[src/rtl/pmu_pkg.sv]
// Shared definitions for the multi-counter performance-monitor unit:
// register map, control/config bit positions and the counter mode type.
package pmu_pkg;

  // Register map (word addresses on the configuration port)
  localparam int CTRL     = 'h00;
  localparam int OVF      = 'h01;
  localparam int IRQ_EN   = 'h02;
  localparam int CNT_BASE = 'h10;
  localparam int CFG_BASE = 'h20;
  localparam int SHD_BASE = 'h30;

  // CTRL register bits; snapshot and clear_all are write-1 pulses
  localparam int CTRL_GLOBAL_EN_BIT = 0;
  localparam int CTRL_FREEZE_BIT    = 1;
  localparam int CTRL_SNAPSHOT_BIT  = 2;
  localparam int CTRL_CLEAR_ALL_BIT = 3;

  // Per-counter config register bits (event select occupies the low bits)
  localparam int CFG_MODE_BIT = 8;
  localparam int CFG_EN_BIT   = 9;

  // What a counter does when incremented at its maximum value
  typedef enum logic {
    PMU_WRAP = 1'b0,
    PMU_SAT  = 1'b1
  } pmuMode_e;

endpackage

[src/rtl/pmu_counter.sv]
// One event-counter slice: the live count register, wrap/saturate handling
// at the all-ones value and a single-cycle overflow pulse for the top level.
module pmu_counter
  import pmu_pkg::*;
#(
  parameter int CNT_W = 32
) (
  input  logic             clk,
  input  logic             rst,
  input  logic             i_inc,
  input  logic             i_clear,
  input  logic             i_we,
  input  logic [CNT_W-1:0] i_wdata,
  input  pmuMode_e         i_mode,
  output logic [CNT_W-1:0] o_count,
  output logic             o_ovf
);

  logic [CNT_W-1:0] r_count;
  logic             w_atMax;

  assign w_atMax = &r_count;

  // An increment that is overridden by a clear or a software write never happened,
  // so it cannot report an overflow either.
  assign o_ovf   = i_inc & w_atMax & ~i_we & ~i_clear;
  assign o_count = r_count;

  // Count register: clear_all beats a software write, which beats an increment
  always_ff @(posedge clk) begin
    if (rst) begin
      r_count <= '0;
    end else if (i_clear) begin
      r_count <= '0;
    end else if (i_we) begin
      r_count <= i_wdata;
    end else if (i_inc) begin
      if (!w_atMax) begin
        r_count <= r_count + CNT_W'(1);
      end else if (i_mode == PMU_WRAP) begin
        r_count <= '0;
      end
    end
  end

endmodule

[src/rtl/pmu_multi.sv]
// Multi-counter performance-monitor unit: register decode, per-counter config,
// overflow status and interrupt, freeze-on-overflow, snapshot shadows and the
// registered read port. Each counter slice lives in pmu_counter.
module pmu_multi
  import pmu_pkg::*;
#(
  parameter int NUM_CNT = 4,
  parameter int CNT_W   = 32,
  parameter int NUM_EVT = 8,
  parameter int ADDR_W  = 8
) (
  input  logic              clk,
  input  logic              rst,
  input  logic [NUM_EVT-1:0] evt_i,
  input  logic              cfg_we,
  input  logic              cfg_re,
  input  logic [ADDR_W-1:0] cfg_addr,
  input  logic [CNT_W-1:0]  cfg_wdata,
  output logic [CNT_W-1:0]  cfg_rdata,
  output logic              irq_o
);

  localparam int SEL_W = (NUM_EVT > 1) ? $clog2(NUM_EVT) : 1;

  // Registered state
  logic               r_globalEn;
  logic               r_freeze;
  logic [NUM_CNT-1:0] r_ovf;
  logic [NUM_CNT-1:0] r_irqEn;
  logic [SEL_W-1:0]   r_cfgSel  [NUM_CNT];
  pmuMode_e           r_cfgMode [NUM_CNT];
  logic [NUM_CNT-1:0] r_cfgEn;
  logic [CNT_W-1:0]   r_shadow  [NUM_CNT];
  logic [CNT_W-1:0]   r_rdata;

  // Decode and datapath wires
  logic [3:0]         w_idx;
  logic [ADDR_W-5:0]  w_page;
  logic               w_idxOk;
  logic               w_isCtrl;
  logic               w_isOvf;
  logic               w_isIrqEn;
  logic               w_isCnt;
  logic               w_isCfg;
  logic               w_isShd;
  logic               w_snapshot;
  logic               w_clearAll;
  logic               w_frozen;
  logic [NUM_CNT-1:0] w_w1c;
  logic [NUM_CNT-1:0] w_evtHit;
  logic [NUM_CNT-1:0] w_inc;
  logic [NUM_CNT-1:0] w_cntWe;
  logic [NUM_CNT-1:0] w_ovfPulse;
  logic [CNT_W-1:0]   w_count [NUM_CNT];
  logic [CNT_W-1:0]   w_rdMux;
  logic               w_unusedWdata;

  // Indexed registers live in 16-word pages; the low nibble picks the counter
  assign w_idx   = cfg_addr[3:0];
  assign w_page  = cfg_addr[ADDR_W-1:4];
  assign w_idxOk = int'(w_idx) < NUM_CNT;

  assign w_isCtrl  = (cfg_addr == ADDR_W'(CTRL));
  assign w_isOvf   = (cfg_addr == ADDR_W'(OVF));
  assign w_isIrqEn = (cfg_addr == ADDR_W'(IRQ_EN));
  assign w_isCnt   = (w_page == (ADDR_W-4)'(CNT_BASE >> 4)) && w_idxOk;
  assign w_isCfg   = (w_page == (ADDR_W-4)'(CFG_BASE >> 4)) && w_idxOk;
  assign w_isShd   = (w_page == (ADDR_W-4)'(SHD_BASE >> 4)) && w_idxOk;

  assign w_snapshot = cfg_we & w_isCtrl & cfg_wdata[CTRL_SNAPSHOT_BIT];
  assign w_clearAll = cfg_we & w_isCtrl & cfg_wdata[CTRL_CLEAR_ALL_BIT];
  assign w_w1c      = (cfg_we && w_isOvf) ? cfg_wdata[NUM_CNT-1:0] : '0;
  assign w_frozen   = r_freeze & (|r_ovf);

  // Write-data bits above the widest field are simply not stored anywhere
  assign w_unusedWdata = ^cfg_wdata;

  // Per-counter increment qualification and live-counter write strobes
  always_comb begin
    w_evtHit = '0;
    w_inc    = '0;
    w_cntWe  = '0;
    for (int i = 0; i < NUM_CNT; i++) begin
      if (int'(r_cfgSel[i]) < NUM_EVT) begin
        w_evtHit[i] = evt_i[r_cfgSel[i]];
      end
      w_inc[i]   = r_globalEn & r_cfgEn[i] & w_evtHit[i] & ~w_frozen;
      w_cntWe[i] = cfg_we & w_isCnt & (int'(w_idx) == i);
    end
  end

  genvar g;
  generate
    for (g = 0; g < NUM_CNT; g++) begin : gCnt
      pmu_counter #(
        .CNT_W(CNT_W)
      ) uCounter (
        .clk    (clk),
        .rst    (rst),
        .i_inc  (w_inc[g]),
        .i_clear(w_clearAll),
        .i_we   (w_cntWe[g]),
        .i_wdata(cfg_wdata),
        .i_mode (r_cfgMode[g]),
        .o_count(w_count[g]),
        .o_ovf  (w_ovfPulse[g])
      );
    end
  endgenerate

  // Global control and interrupt-enable registers
  always_ff @(posedge clk) begin
    if (rst) begin
      r_globalEn <= 1'b0;
      r_freeze   <= 1'b0;
      r_irqEn    <= '0;
    end else begin
      if (cfg_we && w_isCtrl) begin
        r_globalEn <= cfg_wdata[CTRL_GLOBAL_EN_BIT];
        r_freeze   <= cfg_wdata[CTRL_FREEZE_BIT];
      end
      if (cfg_we && w_isIrqEn) begin
        r_irqEn <= cfg_wdata[NUM_CNT-1:0];
      end
    end
  end

  // Overflow status: a fresh overflow wins over a W1C of the same bit
  always_ff @(posedge clk) begin
    if (rst) begin
      r_ovf <= '0;
    end else if (w_clearAll) begin
      r_ovf <= '0;
    end else begin
      r_ovf <= (r_ovf & ~w_w1c) | w_ovfPulse;
    end
  end

  // Per-counter config registers; new settings apply from the next cycle
  always_ff @(posedge clk) begin
    for (int i = 0; i < NUM_CNT; i++) begin
      if (rst) begin
        r_cfgSel[i]  <= '0;
        r_cfgMode[i] <= PMU_WRAP;
        r_cfgEn[i]   <= 1'b0;
      end else if (cfg_we && w_isCfg && (int'(w_idx) == i)) begin
        r_cfgSel[i]  <= cfg_wdata[SEL_W-1:0];
        r_cfgMode[i] <= pmuMode_e'(cfg_wdata[CFG_MODE_BIT]);
        r_cfgEn[i]   <= cfg_wdata[CFG_EN_BIT];
      end
    end
  end

  // Shadow bank captures the pre-increment, pre-clear live values
  always_ff @(posedge clk) begin
    for (int i = 0; i < NUM_CNT; i++) begin
      if (rst) begin
        r_shadow[i] <= '0;
      end else if (w_snapshot) begin
        r_shadow[i] <= w_count[i];
      end
    end
  end

  // Read mux over current (pre-write) register contents; unmapped reads give 0
  always_comb begin
    w_rdMux = '0;
    if (w_isCtrl) begin
      w_rdMux[CTRL_GLOBAL_EN_BIT] = r_globalEn;
      w_rdMux[CTRL_FREEZE_BIT]    = r_freeze;
    end else if (w_isOvf) begin
      w_rdMux[NUM_CNT-1:0] = r_ovf;
    end else if (w_isIrqEn) begin
      w_rdMux[NUM_CNT-1:0] = r_irqEn;
    end else begin
      for (int i = 0; i < NUM_CNT; i++) begin
        if (int'(w_idx) == i) begin
          if (w_isCnt) begin
            w_rdMux = w_count[i];
          end else if (w_isCfg) begin
            w_rdMux[SEL_W-1:0]   = r_cfgSel[i];
            w_rdMux[CFG_MODE_BIT] = r_cfgMode[i];
            w_rdMux[CFG_EN_BIT]   = r_cfgEn[i];
          end else if (w_isShd) begin
            w_rdMux = r_shadow[i];
          end
        end
      end
    end
  end

  // Read data register: loads on a read strobe and holds otherwise
  always_ff @(posedge clk) begin
    if (rst) begin
      r_rdata <= '0;
    end else if (cfg_re) begin
      r_rdata <= w_rdMux;
    end
  end

  assign cfg_rdata = r_rdata;
  assign irq_o     = |(r_ovf & r_irqEn);

endmodule

[config.mk]
export PLATFORM = sky130hd
export DESIGN_NAME = pmu_multi
export DESIGN_NICKNAME = d
export VERILOG_FILES = /design/src/rtl/pmu_pkg.sv /design/src/rtl/pmu_counter.sv /design/src/rtl/pmu_multi.sv
export SDC_FILE = /design/constraint.sdc
export NUM_CORES = 1
export LEC_CHECK = 0
export ABC_AREA = 1
export BUFFER_PORTS_ARGS = -buffer_cell sky130_fd_sc_hd__clkbuf_2
export CORE_MARGIN = 10
export CORE_UTILIZATION = 65
export CTS_BUF_LIST = sky130_fd_sc_hd__clkbuf_16
export DETAILED_ROUTE_END_ITERATION = 10
export HOLD_SLACK_MARGIN = 0.05
export PLACE_DENSITY = 0.92
export SYNTH_ARGS = -nofsm -noshare
export SYNTH_HDL_FRONTEND = slang
export SYNTH_SLANG_ARGS = --single-unit
[constraint.sdc]
create_clock -name clk -period 14.8 [get_ports clk]
set_input_delay 1.48 -clock clk [delete_from_list [all_inputs] [get_ports clk]]
set_output_delay 1.48 -clock clk [all_outputs]
set_load 0.02 [all_outputs]
# After elaboration in Yosys (flattened, before gate mapping)
# Memory sizes are Yosys's and may differ from the RTL's.
# Cells that the tools add are included.
# word_totals
register_bits	174
wordCells	214
out_inout_bits	33
n_memories	3
romBits	0
ramBits	144
latchBits	0
# mem_list
name	depth	width	read_ports	rd_clocked_by_memory_dff	write_ports	line	source
r_shadow	4	32	4	0	4	pmu_multi.sv:33	logic [CNT_W-1:0] r_shadow [NUM_CNT];
r_cfgSel	4	3	4	0	4	pmu_multi.sv:30	logic [SEL_W-1:0] r_cfgSel [NUM_CNT];
r_cfgMode	4	1	4	0	4	pmu_multi.sv:31	pmuMode_e r_cfgMode [NUM_CNT];
# op_classes
eq_ne	12
bitwise_logic	55
multipliers	0
n_reduce_logical	28
div	0
muxes	94
magnitude_cmp	5
add_sub_neg	4
n_shift	0
# op_table
op	n
$mux W32	38
$add A32 B1 Y32 const B	4
$reduce_and A32 Y1	4
$mux W22	4
$mux W28	2
$and A1 B1 Y1	33
$mux W30	1
$mux W1	25
$mux W3	8
$mux W5	4
$lt A3 B4 Y1 const B	4
$bmux W1 S3	4
$eq A4 B2 Y1 const B	3
$mux W4	3
$ne A3 B2 Y1 const B	4
$or A1 B1 Y1	12
$logic_and A1 B1 Y1	11
$mux W2	5
$and A4 B4 Y4	2
$eq A4 B3 Y1 const B	2
$eq A8 B1 Y1 const B	1
$eq A8 B2 Y1 const B	1
$logic_not A8 Y1	1
$reduce_and A2 Y1	4
9 further kinds	18

# Depth between registers and ports, before layout
# logic_depth
word_depth	27
depth_mapped	21

# Modules after synthesis
# Synthesis repeated with hierarchy kept, for this count alone.
# hier_totals
hier_cells	3158
hier_area_um2	20602.3
# modules_own_cells
mod	seq_area_each_um2	area_per_inst_um2	cells_per_inst	instances
pmu_multi	5245.0	10128.5	1218	1
pmu_counter (gCnt[0].uCounter ...)	640.6	2617.5	486	3
pmu_counter (gCnt[3].uCounter)	640.6	2621.3	482	1

# Worst setup path before layout
# OpenSTA, ideal clock, no wires.
# synth_timing
kind	input to register
startpoint	input cfg_addr[3]
endpoint	memory r_shadow[0][0] (enable)
slack_ns	9.076
cell_stages	8
setup_time_ns	0.492
t_arrival_ns	5.232
required_ns	14.308
cell_sequence	nor2_1 -> buf_4 -> nand2_2 -> nor2_1 -> inv_1 -> nor2_1 -> nand2_1 -> nand2_1
# synth_rtl
item	line	source
from (decl)	pmu_multi.sv:17	input logic [ADDR_W-1:0] cfg_addr,
to (decl)	pmu_multi.sv:33	

# Worst setup path after layout
# layout_timing
startpoint	input cfg_addr[3]
endpoint	register gCnt[0].uCounter.r_count[0]
# layout_via
elab_chain_len	6
elab_cells_between_ends	13
# layout_lines
item	line	source
$lt A4 B3 Y1	pmu_multi.sv:61	assign w_idxOk = int'(w_idx) < NUM_CNT;
$logic_and A1 B1 Y1	pmu_multi.sv:66	assign w_isCnt = (w_page == (ADDR_W-4)'(CNT_BASE >> 4)) && w_idxOk;
$and A1 B1 Y1 (2 in a row)	pmu_multi.sv:88	w_cntWe[i] = cfg_we & w_isCnt & (int'(w_idx) == i);
$ne A3 B2 Y1 (no line) or $reduce_bool A2 Y1 (tied branches)	n/a	
$reduce_and A2 Y1 (no line)	n/a	
to (signal assigned)	pmu_counter.sv:36	r_count <= i_wdata;
to (signal assigned)	pmu_counter.sv:39	r_count <= r_count + CNT_W'(1);
to (decl)	pmu_counter.sv:19	logic [CNT_W-1:0] r_count;
# Several ways; a longest one is shown, not always the timed one.
# A chain may end at the register's enable or synchronous reset.

==> metrics.yaml <==
top_layer_used: "met4"
crit_type: "in -> reg"
regToRegSetupSlack_ns: 11.29
synth_fp_nets: 2416
cts_sinks: 318
design_power_total_mw: 1.86
fin_tns_setup_ns: 0
min_period_ns: 5.27
numPortBuffers: 84
crit_required_ns: 15.18
wl_per_cell_um: 23.0
area_delta_synth_final_pct: 8.57
firstDrtPassIters: 6
drt_iter0_drc: 2623
grt_setup_unrepaired: "no"
fmax_mhz: 190
clock_latency_ns: 0.53
first_global_vias: 16800
power_leakage_nw: 6.65
setup_viol: 0
core.rowCount: 60
cts_tree: "built"
syn_area_mm2: 0.0180
overflow: 0
maxCapViolCount: 0
hold_path.class: "reg -> reg"
finalClockSkew_ns: 0.0170
holdCritStartpoint: "cfg_rdata[7]$_SDFFE_PP0P_"
wl_met2_um: 27100
ioPinCount: 85
syn_area_per_cell_um2: 7.61
core_mm2: 0.0271
synth_cell_types: 57
ir_drop_mv: 0.0941
clk_pin_slew_worst_paths_ns: 0.06
pwr_density_cell_mw_per_mm2: 95.5
critPathArrivalTime_ns: 5.65
max_slew_margin: 0.282
synth-main-ff-cell: "dfxtp_1"
cp-end-kind: "register"
startpoint: "cfg_addr[3]"
cts-hold-fix-buffers: 0
cts.repair.resized: 0
synth_edf_count: 144
wl_um: 63700
postCtsSetupRepairBufs: 0
maxSlewViolCount: 0
worst-slew-pin-transition_ns: 1.07
layoutNonFillerInstCount: 2769
htree_levels: 2
hold_violations: 0
ys_seq_area_frac: 0.435
rr_startpoint: "gCnt[0].uCounter.o_count[25]$_SDFFE_PP0P_"
routabilityCongestion: 1.02
drive_gt1_frac: 0.0985
drtAntennaViolNets: 0
netlist_instances: 2360
post-route-period-util: 0.356
numCtsBuffers: 35
clock-root-buffer: "clkbuf_16"
wl_met3_um: 7850
viasPerCell: 6.64
die_area_mm2: 0.0347
grt_start_max_net_pins: 77
dp_hpwl_um: 44300
status: "complete, no violations"
synth-async-reset-ratio: 0
track_usage: 0.363
path_max_fanout: 42
start_util: 0.662
nNetsFinal: 2427
ys_warn_count: 0
fp.dieH_um: 186
clock_tree.buffer_depth: 3
antenna_found_initial: 0
m1WireLength_um: 23100
grt_pass1_wl_um: 97400
drc: 0
die_x_um: 186
start_kind: "input pin"
place_inst: 2706
ys_seq_elements: 318
num_vias: 18400
final_util: 0.719
diodes: 0
## cells by family after synthesis
logic type                 Yosys count  share of synthesized area
buffers and inverters              362                     0.0815
muxes                                2                    0.00125
AOI/OAI and AO/OA                  554                      0.183
adders and majority gates            4                    0.00279
and+or+nand+nor                   1056                      0.265
xor gates and xnor gates            64                     0.0312
DFF                                318                      0.435
## where the power goes
group | leakage (nW) | total [mW] | internal (mW) | switching, mW
logic | 3.21 | 0.0869 | 0.0174 | 0.0695
registers | 2.87 | 0.938 | 0.931 | 0.00655
clock network | 0.564 | 0.837 | 0.468 | 0.369
## synthesized netlist by cell type, drive strengths merged, types with 3 or more instances
| master | number | area, µm² |
|---|---|---|
| buf | 54 | 307 |
| o21a | 4 | 30.0 |
| o22ai | 26 | 163 |
| nor2 | 314 | 1270 |
| nor3b | 3 | 22.5 |
| dfxtp | 174 | 3480 |
| o211ai | 6 | 45.0 |
| a22oi | 13 | 97.6 |
| a21oi | 183 | 923 |
| nor4 | 24 | 186 |
| a221oi | 65 | 582 |
| inv | 235 | 882 |
| edfxtp | 144 | 4320 |
| nor3 | 84 | 495 |
| nand3 | 96 | 531 |
| ha | 4 | 50.1 |
| nand2 | 457 | 1750 |
| a211oi | 17 | 128 |
| and2 | 3 | 18.8 |
| clkbuf | 72 | 270 |
| xor2 | 63 | 552 |
| nand4 | 65 | 428 |
| a31oi | 46 | 288 |
| o21ai | 179 | 903 |
| o2111ai | 7 | 61.3 |
| or2 | 9 | 56.3 |
## worst paths after layout
path / depth (start not counted) / end
min reg2reg: 2 / cfg_rdata[7]$_SDFFE_PP0P_
max: 13 / gCnt[0].uCounter.o_count[0]$_SDFFE_PP0P_
max reg2reg: 10 / gCnt[0].uCounter.o_count[0]$_SDFFE_PP0P_
min: 2 / cfg_rdata[7]$_SDFFE_PP0P_
## stage by stage
step	area, µm²	hold slack [ns]	worst slack (ns)
floorplan	18000	0.457	9.08
global placement	18400	0.452	9.42
detailed placement	18400	0.457	9.24
CTS	19500	0.466	9.75
global route	19500	0.480	9.32
finish	19500	0.465	9.53
## final cells by class
| cell class | count | area, µm² |
|---|---|---|
| fillers | 2161 | 7610 |
| clock buffers | 37 | 926 |
| well taps | 372 | 465 |
| clock inverters | 26 | 136 |
| flip-flops and latches | 318 | 7810 |
| multi-input cells | 1680 | 8730 |
| repair buffers | 100 | 541 |
| inverters | 236 | 886 |
## worst max-delay path: stages
cell and delay (ns):
clkbuf_2 0.09, nor2_1 0.60, nand3_4 0.38, nor2_1 0.25, inv_2 0.13, nor2_4 0.74, inv_2 0.31, nand3_1 0.19
nand2_2 0.50, inv_2 0.57, o21ai_0 0.17, o21ai_0 0.12, a21oi_1 0.09
## registers in the layout, indices dropped and copies added, names as in the netlist
name,flops
r_cfgSel,12
r_shadow,128
r_ovf,4
cfg_rdata,32
r_cfgMode,4
r_globalEn,1
r_irqEn,4
gCnt.uCounter.o_count,128
r_freeze,1
r_cfgEn,4
## layout by cell type (no fill, tap or decap), drive strengths merged, types with 15 or more instances in the layout
cell / instances
nor3: 84
xor2: 63
nand2: 457
a31oi: 46
nor2: 314
a21oi: 183
o21ai: 179
edfxtp: 144
o22ai: 26
buf: 16
inv: 246
a221oi: 65
nand4: 65
a211oi: 17
dfxtp: 174
clkbuf: 121
nor4: 24
clkinv: 15
nand3: 96
## layer usage
layer,up-vias,track usage
li1,8177,-
met1,8452,0.460
met2,1453,0.544
met3,306,0.0648
met4,0,0.277
met5,-,0
No activity file was read; power rests on OpenSTA's default activity.
